--- src/rtl/ps2_pkg.sv ---
// Shared PS/2 definitions: host-transmit FSM states, keyboard command bytes and device responses.
package ps2_pkg;

    typedef enum logic [2:0] {
        StIdle,
        StInhibit,
        StReq,
        StSend,
        StAck,
        StWaitIdle
    } ps2_tx_state_e;

    localparam logic [7:0] CMD_SET_LEDS = 8'hED;
    localparam logic [7:0] CMD_ECHO     = 8'hEE;
    localparam logic [7:0] CMD_ENABLE   = 8'hF4;
    localparam logic [7:0] CMD_RESET    = 8'hFF;

    localparam logic [7:0] RSP_ACK      = 8'hFA;
    localparam logic [7:0] RSP_RESEND   = 8'hFE;

    function automatic logic odd_parity(input logic [7:0] i_byte);
        return ~^i_byte;
    endfunction

endpackage

--- src/rtl/ps2_line_sync.sv ---
// Synchronises the raw PS/2 clock and data pins and flags falling edges of the synced clock.
module ps2_line_sync #(
    parameter int unsigned SYNC_STAGES = 2
) (
    input  logic i_clock,
    input  logic i_reset,
    input  logic i_ps2_clk,
    input  logic i_ps2_data,
    output logic o_clk_sync,
    output logic o_data_sync,
    output logic o_clk_fall
);

    logic [SYNC_STAGES-1:0] r_clk_sync;
    logic [SYNC_STAGES-1:0] r_data_sync;
    logic                   r_clk_prev;

    // Reset to the idle (released, pulled-up) level so reset never fakes an edge.
    always_ff @(posedge i_clock) begin
        if (i_reset) begin
            r_clk_sync  <= '1;
            r_data_sync <= '1;
            r_clk_prev  <= 1'b1;
        end else begin
            r_clk_sync  <= {r_clk_sync[SYNC_STAGES-2:0], i_ps2_clk};
            r_data_sync <= {r_data_sync[SYNC_STAGES-2:0], i_ps2_data};
            r_clk_prev  <= r_clk_sync[SYNC_STAGES-1];
        end
    end

    assign o_clk_sync  = r_clk_sync[SYNC_STAGES-1];
    assign o_data_sync = r_data_sync[SYNC_STAGES-1];
    assign o_clk_fall  = r_clk_prev & ~r_clk_sync[SYNC_STAGES-1];

endmodule

--- src/rtl/ps2_host_tx.sv ---
// Host-to-device PS/2 transmitter: inhibits the bus, requests to send, shifts a byte out on
// device clock falls and checks the device acknowledge, with an inter-edge timeout.
module ps2_host_tx
    import ps2_pkg::*;
#(
    parameter int unsigned INHIBIT_CYCLES = 5000,
    parameter int unsigned TIMEOUT_CYCLES = 1000000,
    parameter int unsigned SYNC_STAGES    = 2
) (
    input  logic       i_clock,
    input  logic       i_reset,
    input  logic [7:0] i_tx_data,
    input  logic       i_tx_valid,
    output logic       o_tx_ready,
    output logic       o_tx_busy,
    output logic       o_tx_done,
    output logic       o_tx_error,
    input  logic       i_ps2_clk_in,
    input  logic       i_ps2_data_in,
    output logic       o_ps2_clk_oe,
    output logic       o_ps2_data_oe
);

    localparam int unsigned INH_W = $clog2(INHIBIT_CYCLES + 1);
    localparam int unsigned TO_W  = $clog2(TIMEOUT_CYCLES + 1);
    localparam logic [INH_W-1:0] INH_LAST = INH_W'(INHIBIT_CYCLES - 1);
    localparam logic [TO_W-1:0]  TO_LAST  = TO_W'(TIMEOUT_CYCLES - 1);

    logic w_clk_sync;
    logic w_data_sync;
    logic w_clk_fall;

    ps2_line_sync #(
        .SYNC_STAGES(SYNC_STAGES)
    ) u_line_sync (
        .i_clock    (i_clock),
        .i_reset    (i_reset),
        .i_ps2_clk  (i_ps2_clk_in),
        .i_ps2_data (i_ps2_data_in),
        .o_clk_sync (w_clk_sync),
        .o_data_sync(w_data_sync),
        .o_clk_fall (w_clk_fall)
    );

    ps2_tx_state_e    r_state;
    logic [8:0]       r_shift;
    logic [3:0]       r_bit_cnt;
    logic [INH_W-1:0] r_inh_cnt;
    logic [TO_W-1:0]  r_timeout;
    logic             r_ack_ok;
    logic             r_tx_ready;
    logic             r_tx_busy;
    logic             r_tx_done;
    logic             r_tx_error;
    logic             r_clk_oe;
    logic             r_data_oe;

    always_ff @(posedge i_clock) begin
        if (i_reset) begin
            r_state    <= StIdle;
            r_shift    <= '0;
            r_bit_cnt  <= '0;
            r_inh_cnt  <= '0;
            r_timeout  <= '0;
            r_ack_ok   <= 1'b0;
            r_tx_ready <= 1'b1;
            r_tx_busy  <= 1'b0;
            r_tx_done  <= 1'b0;
            r_tx_error <= 1'b0;
            r_clk_oe   <= 1'b0;
            r_data_oe  <= 1'b0;
        end else begin
            r_tx_done  <= 1'b0;
            r_tx_error <= 1'b0;
            unique case (r_state)
                StIdle: begin
                    // Ready rises one cycle after entering IDLE, so it never overlaps done.
                    r_tx_ready <= 1'b1;
                    if (i_tx_valid && r_tx_ready) begin
                        r_shift    <= {odd_parity(i_tx_data), i_tx_data};
                        r_inh_cnt  <= '0;
                        r_clk_oe   <= 1'b1;
                        r_tx_ready <= 1'b0;
                        r_tx_busy  <= 1'b1;
                        r_state    <= StInhibit;
                    end
                end
                StInhibit: begin
                    if (r_inh_cnt == INH_LAST) begin
                        r_data_oe <= 1'b1;
                        r_state   <= StReq;
                    end else begin
                        r_inh_cnt <= r_inh_cnt + 1'b1;
                    end
                end
                StReq: begin
                    r_clk_oe  <= 1'b0;
                    r_bit_cnt <= '0;
                    r_timeout <= '0;
                    r_state   <= StSend;
                end
                StSend, StAck, StWaitIdle: begin
                    if (r_state == StWaitIdle && w_clk_sync && w_data_sync) begin
                        r_tx_done  <= 1'b1;
                        r_tx_error <= ~r_ack_ok;
                        r_tx_busy  <= 1'b0;
                        r_state    <= StIdle;
                    end else if (w_clk_fall) begin
                        // A fall wins over a simultaneous timeout.
                        r_timeout <= '0;
                        if (r_state == StSend) begin
                            r_bit_cnt <= r_bit_cnt + 1'b1;
                            if (r_bit_cnt == 4'd9) begin
                                r_data_oe <= 1'b0;
                                r_state   <= StAck;
                            end else begin
                                r_data_oe <= ~r_shift[0];
                                r_shift   <= {1'b0, r_shift[8:1]};
                            end
                        end else if (r_state == StAck) begin
                            r_ack_ok <= ~w_data_sync;
                            r_state  <= StWaitIdle;
                        end
                    end else if (r_timeout == TO_LAST) begin
                        r_clk_oe   <= 1'b0;
                        r_data_oe  <= 1'b0;
                        r_tx_done  <= 1'b1;
                        r_tx_error <= 1'b1;
                        r_tx_busy  <= 1'b0;
                        r_state    <= StIdle;
                    end else begin
                        r_timeout <= r_timeout + 1'b1;
                    end
                end
                default: begin
                    r_clk_oe  <= 1'b0;
                    r_data_oe <= 1'b0;
                    r_tx_busy <= 1'b0;
                    r_state   <= StIdle;
                end
            endcase
        end
    end

    assign o_tx_ready    = r_tx_ready;
    assign o_tx_busy     = r_tx_busy;
    assign o_tx_done     = r_tx_done;
    assign o_tx_error    = r_tx_error;
    assign o_ps2_clk_oe  = r_clk_oe;
    assign o_ps2_data_oe = r_data_oe;

endmodule

--- config.mk ---
export PLATFORM = sky130hd
export DESIGN_NAME = ps2_host_tx
export DESIGN_NICKNAME = d
export VERILOG_FILES = /design/src/rtl/ps2_pkg.sv /design/src/rtl/ps2_line_sync.sv /design/src/rtl/ps2_host_tx.sv
export SDC_FILE = /design/constraint.sdc
export NUM_CORES = 1
export LEC_CHECK = 0
export ABC_AREA = 1
export BUFFER_PORTS_ARGS = -buffer_cell sky130_fd_sc_hd__buf_2
export CORE_ASPECT_RATIO = 0.7
export CORE_UTILIZATION = 35
export CTS_BUF_LIST = sky130_fd_sc_hd__clkbuf_8
export DETAILED_ROUTE_END_ITERATION = 10
export GPL_ROUTABILITY_DRIVEN = 0
export GPL_TIMING_DRIVEN = 1
export PLACE_DENSITY = 0.54
export SLEW_MARGIN = 30
export SYNTH_ARGS = -nofsm -noshare
export SYNTH_HDL_FRONTEND = slang
export SYNTH_SLANG_ARGS = --single-unit
export TNS_END_PERCENT = 30
--- constraint.sdc ---
create_clock -name i_clock -period 1.4 [get_ports i_clock]
set_input_delay 0.07 -clock i_clock [delete_from_list [all_inputs] [get_ports i_clock]]
set_output_delay 0.07 -clock i_clock [all_outputs]
set_load 0.005 [all_outputs]
; Word level (Yosys, flattened, before mapping)
; Index checks and enable logic that the tools add are counted.
[totals]
regBits = 61
latch_bits = 0
ramBits = 0
rom_bits = 0
input_bits = 13
elab_cells = 119
memories = 0
[classes]
addsub = 3
mul = 0
n_div = 0
n_lt_le_gt_ge = 0
n_eq_ne = 25
shift = 0
mux = 44
bitwise = 11
n_reduce_logical = 21
[ops]
columns = operator, n
row1 = 2-to-1 mux 20 bit, 3
row2 = 2-to-1 mux 9 bit, 5
row3 = one-hot mux 20 bit (2 select lines), 1
row4 = 2-to-1 mux 13 bit, 2
row5 = one-hot mux 13 bit (2 select lines), 1
row6 = 2-to-1 mux 3 bit, 8
row7 = "adder 20 x 1 -> 20 bit, second input constant", 1
row8 = "== test 20 bit, second input constant", 1
row9 = AND reduction 5 bit, 4
row10 = one-hot mux 9 bit (2 select lines), 1
row11 = "!= test 2 bit, second input constant", 8
row12 = 2-to-1 mux 1 bit, 15
row13 = "adder 13 x 1 -> 13 bit, second input constant", 1
row14 = "== test 13 bit, second input constant", 1
row15 = 2-to-1 mux 4 bit, 3
row16 = one-hot mux 3 bit (4 select lines), 1
row17 = "!= test 5 bit, second input constant", 2
row18 = inverter 1 bit, 10
row19 = "!= test 3 bit, second input constant", 3
row20 = one-hot mux 1 bit (3 select lines), 3
row21 = one-hot mux 4 bit (2 select lines), 1
row22 = AND reduction 4 bit, 2
row23 = XNOR reduction 8 bit, 1
row24 = "== test 3 x 2 -> 1 bit, second input constant", 2
row25 = 15 further kinds, 24

; Longest topological paths before layout
[logic_depth]
ltp_word = 6
ltp_mapped = 12
ltp_nobuf = 11

; By module
; From an unflattened synthesis, not the netlist that was laid out.
[unflattened]
hier_cells = 601
hier_area_um2 = 3652.3
[by_module_without_submodules]
columns = module, instances, cells_each, area_each_um2, seq_area_each_um2
row1 = ps2_host_tx, 1, 583, 3503.4, 1121.1
row2 = ps2_line_sync, 1, 18, 148.9, 100.1

; Worst setup path before layout
; OpenSTA, ideal clock, no wires.
[synth_timing]
kind = reg2reg
startpoint = register r_inh_cnt[0]
endpoint = register r_inh_cnt[9]
setup_ns = 0.128
arrival_ns = 1.395
t_required_ns = 1.272
setup_slack_ns = -0.122
path_stages_with_launch = 10
synth_period_minus_slack_ns = 1.522
cell_sequence = dfxtp_1 > ha_1 > nand2_1 > nor2_1 > nand4_1 > nand2_1 > buf_2 > nor2_1 > nor2_1 > nor2_1
[synth_between]
elab_chain_len = 3
elab_cells_between_ends = 6
[synth_rtl]
columns = element, line
row1 = start: declaration, ps2_host_tx.sv:48  ; logic [INH_W-1:0] r_inh_cnt;
row2 = start signal: assignment, ps2_host_tx.sv:93  ; r_inh_cnt <= r_inh_cnt + 1'b1;
row3 = adder 13 x 1 -> 13 bit / == test 13 bit (equally long branches), "ps2_host_tx.sv:93, ps2_host_tx.sv:89"
row4 = 2-to-1 mux 13 bit / != test 2 bit (equally long branches), n/a
row5 = one-hot mux 13 bit (2 select lines) / AND reduction 3 bit (equally long branches), n/a
; Several ways; a longest one is shown, not always the timed one. The select of a mux whose other input is x is not followed.
; A chain may end at the register's enable or synchronous reset.

; Final worst setup path
[layout_timing]
startpoint = register r_timeout[1]
endpoint = register r_timeout[18]
[layout_between]
elab_chain_len = 5
elab_cells_between_ends = 8
[layout_rtl]
columns = element, line
row1 = start: declaration, ps2_host_tx.sv:49  ; logic [TO_W-1:0] r_timeout;
row2 = start signal: assignment, ps2_host_tx.sv:132  ; r_timeout <= r_timeout + 1'b1;
row3 = adder 20 x 1 -> 20 bit, ps2_host_tx.sv:132
row4 = 2-to-1 mux 20 bit, ps2_host_tx.sv:124  ; end else if (r_timeout == TO_LAST) begin
row5 = 2-to-1 mux 20 bit, ps2_host_tx.sv:108  ; end else if (w_clk_fall) begin
row6 = 2-to-1 mux 20 bit, ps2_host_tx.sv:103  ; if (r_state == StWaitIdle && w_clk_sync && w_data_sync) begin
row7 = one-hot mux 20 bit (2 select lines), ps2_host_tx.sv:75  ; unique case (r_state)
; Several ways; a longest one is shown, not always the timed one. The select of a mux whose other input is x is not followed.

==> results.yml <==
die:
  initial_core_util_pct: 37.2
  core_area_sq_um: 9330
  dieArea_sq_um: 10300
  rows: 29
  die_h_microns: 85.3
  io_pins: 19
  die_width_microns: 121
yosys:
  synth_cell_types: 35
  syn_nets: 567
  syn_inst: 550
  ys_seq_elements: 61
  ys_seq_area_share_pct: 35.2
  netlist_area_sq_um: 3470
  synth_warnings: 0
  syn_area_per_cell_sq_um: 6.30
min_path:
  hp-start: "i_tx_valid"
  hold_depth: 3
  hold_path_class: "in -> reg"
  hold_end: "o_ps2_clk_oe$_SDFFE_PP0P_"
worst_setup_path:
  cp-start-kind: "flop"
  rr_worst_depth: 9
  r2r_start: "r_timeout[1]$_SDFFE_PP0P_"
  rr_endpoint: "r_timeout[18]$_SDFFE_PP0P_"
  worstSetupEndpointType: "flop"
  r2r_slack_ns: -0.11
  path_class: "reg -> reg"
  worstPathRequired_ns: 1.65
  arrival_ns: 1.76
  crit_path_max_fanout: 5
grt:
  grt.total_usage_pct: 21.6
  antenna_found_initial: 0
  grt_max_degree: 19
  grt_pass1_vias: 3695
  grt.overflow.total: 0
  grt_pass1_wl_mm: 17.4
power_and_ir_drop:
  vdd_drop_max_mv: 0.967
  p_leak_nw: 2.25
  totalPowerFinal_mw: 8.22
  p_per_area_nw_per_um2: 1570
final_layout:
  final_common_cell: "nand2_1"
  n_antenna_cell: 0
  fillCellCount: 883
  drive_gt1_share_pct: 38.9
  finalNetCount: 699
  mostFrequentLayoutCells: "129 x nand2_1, 97 x buf_4, 76 x nor2_1"
  syn2layout_area_growth_pct: 51.4
  final_cells: 810
clock_tree:
  cts_buffers: 9
  clk_latency_ns: 0.35
  clock-sinks: 61
  htree_num_levels: 3
  clockBufferDepth: 2
  cts_tree: "built"
  cts.reportedPaths.clkPinSlew_ns: 0.08
  clock-root-buffer: "clkbuf_8"
sta:
  finalHoldViolations: 0
  fmax_ghz: 0.660
  fin_ws_ns: -0.115
  post-route-min-period_ns: 1.51
  slew_headroom_pct: 79.6
  tightest_slew_ns: 0.303
  maxSlewViolCount: 0
  timing.final.crit_share_pct: 108
  fin_skew_ns: 0.0124
  grt_setup_unrepaired: "yes"
  setup_viol: 44
job:
  cap_violations: 0
placement:
  dp_slack_ns: -0.165
  dp.cells: 773
  post-dp-hpwl_mm: 7.49
  io_buffers: 18
routing:
  vias_per_cell: 4.83
  avgRoutedWirePerCell_microns: 13.4
  drtIter0Drc: 325
  ant_nets: 0
  drtPass1Iterations: 5
  num_vias: 3915
  wl_mm: 10.9
  drc: 0
run_status:
  violations: "setup timing"
  outcome: "complete, but fails checks"
-- sequential cells by signal, summed over array words and instances (netlist names) --
name and cells:
r_state 3, o_tx_ready 1, r_bit_cnt 4, o_ps2_data_oe 1
r_shift 9, o_tx_error 1, u_line_sync.r_clk_sync 2, o_tx_done 1
o_tx_busy 1, o_ps2_clk_oe 1, r_inh_cnt 13, r_ack_ok 1
u_line_sync.r_clk_prev 1, r_timeout 20, u_line_sync.r_data_sync 2
-- Yosys cell counts --
master / count / area (sq um)
nand3b_1: 1 / 7.51
dfxtp_1: 61 / 1220
buf_6: 2 / 22.5
inv_4: 1 / 6.26
nor2_1: 97 / 364
ha_1: 4 / 50.1
nor3_1: 15 / 75.1
o211a_1: 1 / 10.0
a211oi_1: 1 / 7.51
clkbuf_1: 4 / 15.0
or2_2: 7 / 43.8
nor2_4: 2 / 22.5
o21ai_0: 19 / 95.1
and3_1: 1 / 6.26
xor2_1: 3 / 26.3
a21oi_1: 29 / 145
buf_4: 2 / 15.0
nor2_2: 2 / 12.5
inv_1: 56 / 210
nor4_1: 1 / 6.26
xnor2_1: 7 / 61.3
nand3_1: 52 / 260
nand2_1: 149 / 559
nand2_4: 4 / 45.0
inv_2: 3 / 11.3
o21bai_1: 1 / 7.51
nand4_2: 1 / 12.5
o21ai_1: 2 / 10.0
nand4_1: 12 / 75.1
nor3b_1: 1 / 7.51
nand2_2: 2 / 12.5
o22ai_1: 1 / 6.26
a31oi_1: 1 / 6.26
nand3_2: 1 / 10.0
buf_2: 4 / 20.0
-- worst max-delay path by stage --
| stage | start | to | slack, ns | cells past startpoint |
|---|---|---|---|---|
| final | r_timeout[1]$_SDFFE_PP0P_ | r_timeout[18]$_SDFFE_PP0P_ | -0.11 | 9 |
| after floorplan | r_timeout[0]$_SDFFE_PP0P_ | r_timeout[12]$_SDFFE_PP0P_ | -0.0004 | 11 |
| after detailed placement | r_timeout[10]$_SDFFE_PP0P_ | r_timeout[6]$_SDFFE_PP0P_ | -0.17 | 10 |
| after global routing | r_timeout[8]$_SDFFE_PP0P_ | r_timeout[11]$_SDFFE_PP0P_ | -0.20 | 10 |
| after CTS | r_timeout[1]$_SDFFE_PP0P_ | r_timeout[13]$_SDFFE_PP0P_ | -0.06 | 10 |
| after global placement | r_timeout[3]$_SDFFE_PP0P_ | r_timeout[15]$_SDFFE_PP0P_ | -0.15 | 7 |
-- logic make-up after synthesis --
family	synth area share, %
compound gates	8.30
xor+xnor	2.53
fa+ha+maj	1.44
buf+inv	8.66
flops	35.2
simple gates	43.8
-- what timing repair did --
action | 4_1_cts | 5_1_grt
hold buffers | 3 | 0
buffers inserted | 6 | 9
hold endpoints to repair | 3 | 0
gates cloned | 2 | 2
pin swaps | 19 | 21
setup endpoints to repair | 50 | 55
resized for setup | 66 | 74
-- critical path, stage by stage (launching register included) --
cell and delay [ns]:
dfxtp_2 0.37, ha_4 0.16, nand3_4 0.11, nor2_4 0.14, nand3_4 0.14, nand2_8 0.14, buf_12 0.13, nand2_8 0.07
nand3_1 0.09, a21oi_2 0.06
-- area by class of cell --
class,count,area (sq um),area share [%]
clock buffer,10,138,2.62
clock inverter,5,27.5,0.525
inverter,60,244,4.65
multi-input combinational,419,2400,45.8
sequential,61,1260,24.0
tap,124,155,2.96
timing repair buffer,131,1020,19.5
-- through the flow --
step / setup TNS (ns) / instance area, sq um / hold slack (ns) / utilization [%]
floorplan: -0.000804 / 3520 / 0.174 / -
finish: -2.39 / 5250 / 0.0411 / 56.3
global placement: -3.15 / 4380 / 0.258 / 47.0
detailed placement: -4.27 / 4380 / 0.263 / 47.0
CTS: -1.02 / 4840 / 0.0226 / 51.9
global route: -7.26 / 5250 / 0.0494 / 56.3
-- power by group --
part | switching [mW] | internal [mW] | total (mW) | leakage (nW)
clock | 0.736 | 0.667 | 1.40 | 0.0877
sequential | 0.188 | 2.01 | 2.20 | 0.505
combinational | 2.63 | 1.99 | 4.62 | 1.66
-- per-layer routing --
layer | wire (microns) | track usage [%] | vias up
met2 | 4710 | 32.1 | 113
met5 | 0 | 0 | -
met1 | 5290 | 30.4 | 1756
li1 | - | - | 2030
met4 | 185 | 6.73 | 0
met3 | 684 | 5.65 | 16
No activity file was read; power rests on OpenSTA's default activity.
